## config.mk

```make
export PLATFORM = sky130hd
export DESIGN_NAME = cdc_afifo_rd_stream
export DESIGN_NICKNAME = d
export VERILOG_FILES = /design/src/rtl/cdc_pkg.sv /design/src/rtl/cdc_skidbuf2.sv /design/src/rtl/cdc_afifo_rd_stream.sv
export SDC_FILE = /design/constraint.sdc
export NUM_CORES = 1
export LEC_CHECK = 0
export BUFFER_PORTS_ARGS = -buffer_cell sky130_fd_sc_hd__buf_2
export CAP_MARGIN = 20
export CORE_MARGIN = 10
export CORE_UTILIZATION = 54
export CTS_CLUSTER_SIZE = 25
export DETAILED_ROUTE_END_ITERATION = 10
export PLACE_DENSITY = 0.87
export RECOVER_POWER = 50
export SLEW_MARGIN = 20
export SYNTH_ARGS = -nofsm -noshare
export SYNTH_HDL_FRONTEND = slang
export SYNTH_SLANG_ARGS = --single-unit
```

## constraint.sdc

```tcl
create_clock -name i_clk -period 3.02 [get_ports i_clk]
set_clock_uncertainty 0.05 [all_clocks]
set_input_delay 0.453 -clock i_clk [delete_from_list [all_inputs] [get_ports i_clk]]
set_output_delay 0.453 -clock i_clk [all_outputs]
set_load 0.01 [all_outputs]
```

## src/rtl/cdc_pkg.sv

```systemverilog
// Shared definitions for the rclk-domain consumer of cdc_afifo.
package cdc_pkg;
  typedef enum logic {
    RUN   = 1'b0,
    FLUSH = 1'b1
  } cdc_rdstream_state_t;

  localparam logic [1:0] SKID_EMPTY = 2'd0;
  localparam logic [1:0] SKID_FULL  = 2'd2;

  // Control-side register set shared by the stream wrapper; counter widths are capped by the caller.
  localparam int CDC_CNT_MAX_W = 32;

  typedef struct packed {
    cdc_rdstream_state_t        state;
    logic [CDC_CNT_MAX_W-1:0]   xfer_cnt;
    logic [CDC_CNT_MAX_W-1:0]   drop_cnt;
  } cdc_rdstream_regs_t;

  localparam cdc_rdstream_regs_t CDC_RDSTREAM_RST = '{state: RUN, xfer_cnt: '0, drop_cnt: '0};
endpackage

```

## src/rtl/cdc_skidbuf2.sv

```systemverilog
// Two-entry register buffer: slot0 is the head, slot1 absorbs one word of back-pressure.
module cdc_skidbuf2
  import cdc_pkg::*;
#(
  parameter int W = 65
) (
  input  logic         i_clk,
  input  logic         i_rst,
  input  logic         i_clr,
  input  logic         i_push,
  input  logic         i_pop,
  input  logic [W-1:0] i_din,
  output logic [1:0]   o_cnt,
  output logic [W-1:0] o_head
);
  logic [1:0]   cnt_q, cnt_d, wr_idx;
  logic [W-1:0] slot0_q, slot0_d, slot1_q, slot1_d;

  always_comb begin
    cnt_d   = cnt_q;
    slot0_d = slot0_q;
    slot1_d = slot1_q;
    wr_idx  = cnt_q - {1'b0, i_pop};
    if (i_clr) begin
      cnt_d = SKID_EMPTY;
    end else begin
      cnt_d = cnt_q + {1'b0, i_push} - {1'b0, i_pop};
      if (i_pop) slot0_d = slot1_q;
      // Push lands after the shift, so a push+pop at cnt=1 refills the head directly.
      if (i_push) begin
        if (wr_idx == 2'd0) slot0_d = i_din;
        else                slot1_d = i_din;
      end
    end
  end

  always_ff @(posedge i_clk) begin
    if (i_rst) begin
      cnt_q   <= SKID_EMPTY;
      slot0_q <= '0;
      slot1_q <= '0;
    end else begin
      cnt_q   <= cnt_d;
      slot0_q <= slot0_d;
      slot1_q <= slot1_d;
    end
  end

  assign o_cnt  = cnt_q;
  assign o_head = slot0_q;
endmodule

```

## src/rtl/cdc_afifo_rd_stream.sv

```systemverilog
// Pops a show-ahead async FIFO and presents the words as a registered valid/ready stream with flush.
module cdc_afifo_rd_stream
  import cdc_pkg::*;
#(
  parameter int dbits = 65,
  parameter int cbits = 16
) (
  input  logic             i_clk,
  input  logic             i_rst,
  input  logic             i_rempty,
  input  logic [dbits-1:0] i_rdata,
  output logic             o_rd,
  output logic             o_valid,
  input  logic             i_ready,
  output logic [dbits-1:0] o_data,
  input  logic             i_flush,
  output logic             o_flushing,
  output logic [cbits-1:0] o_xfer_cnt,
  output logic [cbits-1:0] o_drop_cnt
);
  cdc_rdstream_regs_t regs_q, regs_d;
  logic [1:0]         buf_cnt;
  logic               push, pop, clr;

  cdc_skidbuf2 #(.W(dbits)) u_skid (
    .i_clk  (i_clk),
    .i_rst  (i_rst),
    .i_clr  (clr),
    .i_push (push),
    .i_pop  (pop),
    .i_din  (i_rdata),
    .o_cnt  (buf_cnt),
    .o_head (o_data)
  );

  assign o_valid    = (buf_cnt != SKID_EMPTY) && (regs_q.state == RUN);
  assign o_flushing = (regs_q.state == FLUSH);
  assign o_xfer_cnt = regs_q.xfer_cnt[cbits-1:0];
  assign o_drop_cnt = regs_q.drop_cnt[cbits-1:0];

  always_comb begin
    regs_d = regs_q;
    push   = 1'b0;
    pop    = 1'b0;
    clr    = 1'b0;
    o_rd   = 1'b0;
    case (regs_q.state)
      RUN: begin
        // Flush wins over a same-cycle handshake: nothing is delivered or popped this cycle.
        if (i_flush) begin
          clr             = 1'b1;
          regs_d.drop_cnt = regs_q.drop_cnt + CDC_CNT_MAX_W'(buf_cnt);
          regs_d.state    = FLUSH;
        end else begin
          push = ~i_rempty && (buf_cnt != SKID_FULL);
          pop  = o_valid && i_ready;
          o_rd = push;
          if (pop) regs_d.xfer_cnt = regs_q.xfer_cnt + 1'b1;
        end
      end
      FLUSH: begin
        o_rd = ~i_rempty;
        if (o_rd) regs_d.drop_cnt = regs_q.drop_cnt + 1'b1;
        if (i_rempty && !i_flush) regs_d.state = RUN;
      end
      default: regs_d.state = RUN;
    endcase
    // Counters are kept at the full package width; truncate so they wrap at 2^cbits.
    regs_d.xfer_cnt = CDC_CNT_MAX_W'(regs_d.xfer_cnt[cbits-1:0]);
    regs_d.drop_cnt = CDC_CNT_MAX_W'(regs_d.drop_cnt[cbits-1:0]);
    if (i_rst) o_rd = 1'b0;
  end

  always_ff @(posedge i_clk) begin
    if (i_rst) regs_q <= CDC_RDSTREAM_RST;
    else       regs_q <= regs_d;
  end
endmodule

```

==> metrics.cfg, run 1 <==
[setup_path]
crit_start = o_flushing
critPathKind = reg -> reg
start_kind = flop
crit_arrival_ns = 2.89
timing.rr.start = o_flushing
cp-end-kind = flop
cp_max_fo = 34
required_ns = 3.22

[yosys]
synth_top_family_by_area = multiplexers
synth_compound_area_frac = 0.154
yosysSeqAreaShare = 0.466
synth_mux_area_frac = 0.188
synth_cell_types = 41
synth_area_per_cell_sq_um = 9.80
yosys_warnings = 0
synth-simple-area-share = 0.115
synth_xor_xnor_area_share = 0.0173
synthCells = 724
synth_nets = 801
synth_fa_ha_area_frac = 0.0134
ys_ff_latch = 165
netlist_area_sq_um = 7090

[finish]
final_cell_mix = dfxtp_1 (165), mux2i_1 (130), clkbuf_1 (105)
syn2layout_area_growth_pct = 19.6
layout_commonest_cell = dfxtp_1
final_cell_area_sq_um = 8480
fillCellCount = 1101
drive_above_1_share = 0.142
postLayoutCoreUtil = 0.667
fin_nets = 944
final_cells = 1052

[power_and_ir_drop]
p_per_area_nw_per_um2 = 565
peakVddDrop_mv = 0.397
leakage_nw = 3.02
total_power_mw = 4.79

[route]
first_iter_violations = 447
drt-total-wl_um = 19000
ant_nets = 0
drc = 0
routedWlPerCell_um = 18.1
vias_per_cell = 5.86
first_pass_iters = 5
vias = 6167

[sta]
grt_setup_unrepaired = false
slew_headroom = 0.204
setup_viol = 0
finalHoldViolCount = 0
fmax_mhz = 372
period_minus_slack_ns = 2.69
worstMarginPinSlew_ns = 1.19
fin_ws_ns = 0.328
fin_tns_setup_ns = 0
timing.hold.ws_ns = 0.240
slew_violations = 0
fin_crit_sh = 0.891

[clock_network]
cts_buffers = 17
clock_latency_ns = 0.42
root_buffer = clkbuf_16
cts_tree = built
cts-htree-levels = 4
cts_setup_buffers = 0
cts-resized-gates = 0
clockBufferDepth = 2
clkTransAtPathRegs_ns = 0.06
postCtsHoldBufs = 0
cts.sinks = 165

[floorplan]
die-area_sq_um = 18100
die_h_um = 135
fp.coreArea_sq_um = 12700
start_util = 0.557
num_rows = 41
die_w_um = 135
io_pins = 170

[min_path]
worstHoldStart = i_rdata[11]
hp-class = in -> reg

[grt]
grt_pass1_wl_um = 30300
overflow = 0
antenna_found_initial = 1
grt_pass1_vias = 6126
grt.total_usage = 0.202
grt_max_degree = 60

[run]
maxCapViolCount = 0

[placed_design]
dp_hpwl_um = 12400
portBuffers = 169
dpl_cell_area_sq_um = 8040
pre_cts_ws_ns = 0.280
placedCellCount = 1020
gp_congestion = 0.798

[run_status]
status = finished clean

[Yosys cell counts]
library cell	count	share of area
nor3b_1	1	0.0011
buf_1	4	0.0021
o21ai_0	74	0.052
a2111oi_2	1	0.0021
a32oi_1	65	0.080
a21oi_1	17	0.012
buf_2	9	0.0064
nor2_1	91	0.048
xnor2_1	11	0.014
o31ai_1	6	0.0064
fa_1	1	0.0028
or2_2	2	0.0018
nand2b_1	3	0.0026
nor2b_1	5	0.0044
and3_1	1	0.00088
nand2_1	13	0.0069
clkbuf_2	1	0.00071
or3b_2	1	0.0012
dfxtp_1	165	0.47
nand4_1	6	0.0053
mux2_2	3	0.0048
or4_1	7	0.0074
nor4b_1	1	0.0012
xor2_1	3	0.0037
inv_2	1	0.00053
nand3_1	8	0.0056
and4b_1	1	0.0014
or2_4	1	0.0012
ha_1	6	0.011
nor4_1	6	0.0053
and2_1	3	0.0026
clkbuf_1	39	0.021
or3_1	10	0.0088
mux2i_1	130	0.18
and4_1	3	0.0037
and2_4	1	0.0012
nor3_1	5	0.0035
buf_4	1	0.0011
a211oi_1	1	0.0011
buf_6	6	0.0095
inv_1	11	0.0058
[worst max-delay path, cell delays in order (launching register included)]
cell and delay (ns):
dfxtp_1 0.39, nor3b_1 0.22, clkbuf_1 0.20, nand2_2 0.09, inv_2 0.07, ha_1 0.17
xnor2_1 0.15, a2111oi_4 0.52, buf_12 0.31, mux2i_1 0.27, nor2_1 0.07
[where the power goes]
group,leakage (nW),internal [mW],switching [mW]
sequential,1.33,2.24,0.0450
combinational,1.41,0.142,0.256
clock,0.279,1.28,0.838
total,3.02,3.66,1.14
[metal layers]
layer / GRT usage / up-vias / part of all wire
li1: - / 2951 / -
met3: 0.0757 / 22 / 0.074
met4: 0.0635 / 0 / 0.013
met5: 0 / - / 0
met1: 0.238 / 2977 / 0.43
met2: 0.335 / 217 / 0.48
[logic make-up after synthesis]
kind of cell / after synthesis
flops: 165
buf+inv: 72
mux: 133
fa+ha+maj: 7
xor+xnor: 14
simple gates: 169
compound gates: 164
[sequential cells by signal, summed over array words and instances (netlist names)]
name / cells
u_skid.o_head: 65
u_skid.slot1_q: 65
o_drop_cnt: 16
o_xfer_cnt: 16
u_skid.o_cnt: 2
o_flushing: 1
[worst paths after layout]
kind	to	slack (ns)	cells past startpoint
setup reg to reg	u_skid.slot1_q[29]	0.33	10
setup / recovery	u_skid.slot1_q[29]	0.33	10
hold / removal	u_skid.slot1_q[11]	0.24	3
hold reg to reg	o_xfer_cnt[15]	0.43	2
[layout make-up]
cell class	count	area [sq um]	share of cell area
Multi-Input combinational cell	487	3490	0.412
Sequential cell	165	3300	0.389
Timing Repair Buffer	184	848	0.100
Clock buffer	23	478	0.0564
Tap cell	172	215	0.0254
Clock inverter	8	98.8	0.0117
Inverter	12	45.0	0.00531
Antenna cell	1	2.50	0.000295
No activity file was read; power rests on OpenSTA's default activity.
==> inputs of run 2 (changes only) <==
--- a/config.mk
+++ b/config.mk
@@ -7,7 +7,7 @@
 export LEC_CHECK = 0
 export BUFFER_PORTS_ARGS = -buffer_cell sky130_fd_sc_hd__buf_2
 export CAP_MARGIN = 20
-export CORE_MARGIN = 10
+export CORE_MARGIN = 3
 export CORE_UTILIZATION = 54
 export CTS_CLUSTER_SIZE = 25
 export DETAILED_ROUTE_END_ITERATION = 10
==> constraint.sdc (replaced) <==
create_clock -name i_clk -period 3.02 [get_ports i_clk]
set_clock_uncertainty 0.05 [all_clocks]
set_input_delay 0.453 -clock i_clk [delete_from_list [all_inputs] [get_ports i_clk]]
set_output_delay 0.453 -clock i_clk [all_outputs]
set_load 0.05 [all_outputs]
==> run 2 against run 1 <==
  * Setup slack worse by 0.049 ns
  * Wire length down 6.0%
  * Critical path type unchanged
  * Via count up 0.44%
  * First-iteration DRC count down 3.8%
  * Utilization up 0.059 points
  * Global-route usage up 3.9 points
  * Non-clock buffer count down 1
  * Register-to-register slack worse by 0.05 ns
  * Count of clock-buffer cells in the layout down 3
  * Power up 1.2%
  * Flip-flop and latch count unchanged
  * Critical path depth down 1
==> metrics.cfg, run 2 (synthesis results as in run 1) <==
[sta]
slew_headroom = 0.0444  ; -0.160
worstMarginPinSlew_ns = 1.43  ; +0.239 ns
fin_crit_sh = 0.908  ; +0.0163
fin_tns_setup_ns = 0  ; unchanged
finalHoldViolCount = 0  ; unchanged
setup_viol = 0  ; unchanged
grt_setup_unrepaired = false
period_minus_slack_ns = 2.74  ; +0.0493 ns
fmax_mhz = 365  ; -1.8%
slew_violations = 0  ; unchanged

[setup_path]
slowest_stage = a2111oi_4
cp_max_fo = 65  ; +91%
max_stage_delay_ns = 0.43  ; -0.09 ns
cp_num_buf_inv = 2  ; -1
path_delay_family = simple AND/OR/NAND/NOR gates
cp-end-kind = flop
required_ns = 3.22  ; about the same
crit_arrival_ns = 2.94  ; +0.05 ns
worstPathCellList = or2_2 > nand2_1 > inv_1 > ha_1 > xnor2_1 > a2111oi_4 > buf_12 > mux2i_1 > nor2_1
critPathKind = reg -> reg
start_kind = flop

[finish]
antenna_cells = 0  ; -1
fin_nets = 943  ; -0.11%
final_cell_mix = dfxtp_1 (165), mux2i_1 (130), clkbuf_1 (100)
layout_commonest_cell = dfxtp_1
drive_above_1_share = 0.143  ; +0.00114
final_cells = 1051  ; -0.095%
fillCellCount = 1066  ; -3.2%
syn2layout_area_growth_pct = 19.7  ; about the same
seq_area_sq_um = 3300  ; unchanged
multi_input_area_sq_um = 3480  ; -0.18%

[power_and_ir_drop]
peakVddDrop_mv = 0.368  ; -7.4%
internal_power_mw = 3.52  ; -3.9%
power_switching_mw = 1.34  ; +18%
p_seq_frac = 0.470  ; -0.006
clkPwrFrac = 0.420  ; -0.021
p_per_area_nw_per_um2 = 572  ; +1.1%
swShare = 0.276  ; +0.0384
power_frac_comb = 0.111  ; +0.028
leakage_nw = 3.03  ; +0.30%

[route]
ant_nets = 0  ; unchanged
vias = 6194  ; +0.44%
routedWlPerCell_um = 17.0  ; -6.0%
first_pass_iters = 5  ; unchanged
drt-total-wl_um = 17900  ; -6.0%
vias_per_cell = 5.89  ; +0.53%
first_iter_violations = 430  ; -3.8%
drc = 0  ; unchanged

[floorplan]
start_util = 0.557  ; unchanged
die_w_um = 121  ; -10%
num_rows = 41  ; unchanged
fp.coreArea_sq_um = 12700  ; unchanged
die_h_um = 121  ; -10%
io_pins = 170  ; unchanged
die-area_sq_um = 14500  ; -20%

[clock_network]
cts.sinks = 165  ; unchanged
clockBufferDepth = 2  ; unchanged
clock_latency_ns = 0.42  ; about the same
postCtsHoldBufs = 0  ; unchanged
cts-resized-gates = 0  ; unchanged
clkTransAtPathRegs_ns = 0.06  ; about the same
root_buffer = clkbuf_16
cts_buffers = 17  ; unchanged
cts_setup_buffers = 0  ; unchanged
cts_tree = built
cts-htree-levels = 4  ; unchanged

[grt]
antenna_found_initial = 0  ; -1
grt_pass1_wl_um = 28600  ; -5.7%
grt.total_usage = 0.242  ; +0.0394
grt_pass1_vias = 5812  ; -5.1%
overflow = 0  ; unchanged
grt_max_degree = 69  ; +15%

[placed_design]
gp_congestion = 0.781  ; -2.1%
placedCellCount = 1019  ; -0.098%
dp_hpwl_um = 11200  ; -10%
portBuffers = 169  ; unchanged

[run]
maxCapViolCount = 0  ; unchanged

[run_status]
status = finished clean

[min_path]
hp-class = in -> reg

[run 2: path summary, 6_finish.rpt]
path | startpoint | depth (start not counted) | end | slack [ns]
worst max-delay path | u_skid.o_cnt[1] | 9 | u_skid.slot1_q[34] | 0.28
worst min-delay path | i_rdata[62] | 3 | u_skid.o_head[62] | 0.23
worst max register to register | u_skid.o_cnt[1] | 9 | u_skid.slot1_q[34] | 0.28
worst min register to register | u_skid.o_head[47] | 2 | u_skid.o_head[47] | 0.44
[run 2: through the flow]
| stage | setup WS (ns) | power (mW) | util | hold WS, ns | cell area (sq um) |
|---|---|---|---|---|---|
| after CTS | 0.346 | 4.90 | 0.678 | 0.211 | 8630 |
| after floorplan | 0.00599 | 2.68 | - | 0.410 | 7090 |
| final | 0.279 | 4.85 | 0.667 | 0.227 | 8490 |
| after global routing | 0.147 | 5.02 | 0.667 | 0.224 | 8490 |
| after global placement | 0.285 | 2.86 | 0.634 | 0.417 | 8070 |
| after detailed placement | 0.238 | 2.87 | 0.634 | 0.426 | 8070 |
[run 2: area by class of cell]
type	count	share of cell area
clock buffer	20	0.0550
clock inverter	12	0.0111
inverter	12	0.00531
multi-input combinational	487	0.410
sequential	165	0.389
tap	172	0.0253
timing repair buffer	183	0.104
[run 2: power by group through the flow]
| stage | clock [mW] | sequential [mW] | combinational (mW) |
|---|---|---|---|
| finish | 2.04 | 2.28 | 0.537 |
| global placement | 0 | 2.32 | 0.539 |
| CTS | 2.07 | 2.28 | 0.549 |
| global route | 2.16 | 2.29 | 0.575 |
| floorplan | 0 | 2.47 | 0.217 |
| detailed placement | 0 | 2.32 | 0.546 |
[run 2: worst register-to-register path: cells and delay by family (launching register included)]
| kind | cells | cell delay, ns |
|---|---|---|
| simple gates | 3 | 0.49 |
| buf+inv | 2 | 0.48 |
| compound gates | 1 | 0.43 |
| mux | 1 | 0.37 |
| flops | 1 | 0.35 |
| xor+xnor | 1 | 0.21 |
| fa+ha+maj | 1 | 0.19 |
[run 2: layer usage]
metal  vias up  track usage  share of wire  wire length [um]
li1       2947            -              -                 -
met1      2971        0.310           0.43              7740
met2       241        0.391           0.48              8640
met3        35       0.0617          0.065              1170
met4         0       0.0935          0.018               321
met5         -            0              0                 0
==> inputs of run 3 (changes only) <==
--- a/config.mk
+++ b/config.mk
@@ -11,8 +11,10 @@
 export CORE_UTILIZATION = 54
 export CTS_CLUSTER_SIZE = 25
 export DETAILED_ROUTE_END_ITERATION = 10
+export MAX_ROUTING_LAYER = met4
 export PLACE_DENSITY = 0.87
 export RECOVER_POWER = 50
+export SETUP_SLACK_MARGIN = 0.3
 export SLEW_MARGIN = 20
 export SYNTH_ARGS = -nofsm -noshare
 export SYNTH_HDL_FRONTEND = slang
==> run 3 against run 2 <==
  * Design area up 0.24%
  * Worst hold slack better by 0.0081 ns
  * Cell count down 0.19%
  * Count of clock-buffer cells in the layout up 2
  * Via count up 0.21%
  * Maximum frequency up 1.5%
  * Clock power up 6%
  * Register-to-register slack better by 0.04 ns
  * Non-clock buffer count down 2
  * Die area unchanged
  * First-iteration DRC count up 17%
  * Combinational power down 1%
==> metrics.cfg, run 3 (synthesis results as in run 1) <==
[floorplan]
die-area_sq_um = 14500  ; unchanged
io_pins = 170  ; unchanged
die_w_um = 121  ; unchanged
start_util = 0.557  ; unchanged
num_rows = 41  ; unchanged
die_h_um = 121  ; unchanged
fp.coreArea_sq_um = 12700  ; unchanged

[route]
drc = 0  ; unchanged
drt-total-wl_um = 18200  ; +1.7%
ant_nets = 0  ; unchanged
vias_per_cell = 5.92  ; +0.40%
vias = 6207  ; +0.21%
routedWlPerCell_um = 17.3  ; +1.9%
first_pass_iters = 6  ; +1
first_iter_violations = 501  ; +17%

[run]
maxCapViolCount = 0  ; unchanged

[clock_network]
cts_tree = built
postCtsHoldBufs = 0  ; unchanged
clkTransAtPathRegs_ns = 0.06  ; about the same
cts.sinks = 165  ; unchanged
clock_latency_ns = 0.42  ; about the same
root_buffer = clkbuf_16
cts_buffers = 17  ; unchanged
clockBufferDepth = 2  ; unchanged
cts-htree-levels = 4  ; unchanged

[sta]
slew_violations = 0  ; unchanged
slew_headroom = 0.119  ; +0.0746
fin_tns_setup_ns = 0  ; unchanged
worstMarginPinSlew_ns = 1.32  ; -0.112 ns
setup_viol = 0  ; unchanged
fin_crit_sh = 0.894  ; -0.0136
finalHoldViolCount = 0  ; unchanged
period_minus_slack_ns = 2.70  ; -0.0411 ns
fmax_mhz = 370  ; +1.5%
grt_setup_unrepaired = false

[setup_path]
cp_max_fo = 13  ; -80%
r2r-end = o_drop_cnt[12]
r2r_slack_ns = 0.32  ; +0.04 ns
crit_arrival_ns = 2.99  ; +0.05 ns
critPathKind = reg -> reg
timing.rr.start = o_flushing
r2r_cells = 7  ; -2
start_kind = flop
required_ns = 3.31  ; +0.09 ns
cp-end-kind = flop

[grt]
antenna_found_initial = 0  ; unchanged
grt_pass1_wl_um = 28500  ; -0.27%
grt_pass1_vias = 5850  ; +0.65%
overflow = 0  ; unchanged
grt_max_degree = 81  ; +17%
grt.total_usage = 0.248  ; +0.00659

[finish]
syn2layout_area_growth_pct = 20.0
multi_input_area_sq_um = 3500  ; +0.47%
final_cell_area_sq_um = 8510  ; +0.24%
layout_commonest_cell = dfxtp_1
antenna_cells = 0  ; unchanged
final_cell_mix = dfxtp_1 (165), mux2i_1 (130), clkbuf_1 (104)
fin_nets = 941  ; -0.21%
seq_area_sq_um = 3300  ; unchanged
fillCellCount = 1099  ; +3.1%
drive_above_1_share = 0.143  ; -0.000813

[power_and_ir_drop]
peakVddDrop_mv = 0.398  ; +8.2%
leakage_nw = 3.03  ; about the same
p_per_area_nw_per_um2 = 584  ; +2.1%

[min_path]
worstHoldStart = i_rdata[51]
hold_depth = 3  ; unchanged
hp-class = in -> reg
hold_path_end = u_skid.o_head[51]

[placed_design]
dp_hpwl_um = 11300  ; +0.62%
portBuffers = 169  ; unchanged
dpl_cell_area_sq_um = 8020  ; -0.60%
gp_congestion = 0.800  ; +2.5%

[run_status]
status = finished clean

[run 3: cell type report]
class	instances	share of cell area
multi-input combinational	487	0.411
clock inverter	10	0.0153
sequential	165	0.388
inverter	12	0.00529
timing repair buffer	181	0.101
tap	172	0.0253
clock buffer	22	0.0534
[run 3: how the worst max path moves through the flow]
| stage | start | to | slack, ns | cells after the start |
|---|---|---|---|---|
| floorplan | o_flushing | u_skid.slot1_q[0] | 0.35 | 12 |
| global placement | i_flush | u_skid.slot1_q[40] | 0.33 | 10 |
| detailed placement | i_flush | u_skid.slot1_q[40] | 0.20 | 10 |
| CTS | u_skid.o_cnt[1] | u_skid.o_head[50] | 0.33 | 9 |
| global route | o_flushing | o_drop_cnt[12] | 0.16 | 7 |
| finish | o_flushing | o_drop_cnt[12] | 0.32 | 7 |
[run 3: repair_timing]
| item | in CTS | in global routing |
|---|---|---|
| setup endpoints to repair | 0 | 92 |
| resized for setup | 0 | 4 |
| setup buffers | 0 | 1 |
[run 3: critical path: stages (launching register included)]
cell	delay, ns
dfxtp_1	0.55
or2_2	0.19
ha_1	0.16
inv_1	0.06
fa_1	0.40
or3_1	0.53
or4_1	0.54
a21oi_1	0.14
[run 3: per-stage QoR]
step	setup WS (ns)	hold slack, ns	utilization	std cells	total power [mW]
2_1_floorplan	0.349	0.410	-	724	2.68
3_3_place_gp	0.329	0.409	0.631	1015	2.85
3_5_place_dp	0.201	0.419	0.631	1015	2.86
4_1_cts	0.328	0.216	0.676	1047	5.00
5_1_grt	0.165	0.230	0.669	1049	5.12
6_report	0.320	0.235	0.669	1049	4.97
[run 3: power breakdown]
group          total, mW  leakage [nW]  internal, mW  switching (mW)
Sequential          2.28          1.33          2.24          0.0460
Clock               2.16         0.284          1.31           0.842
Combinational      0.530          1.41         0.145           0.385
[run 3: per-layer routing]
metal  vias up  share of wire  global-route usage
li1       2950              -                   -
met1      2983           0.43               0.298
met2       243           0.48               0.402
met3        31          0.065              0.0585
met4         0          0.021               0.105
met5         -              0                   -
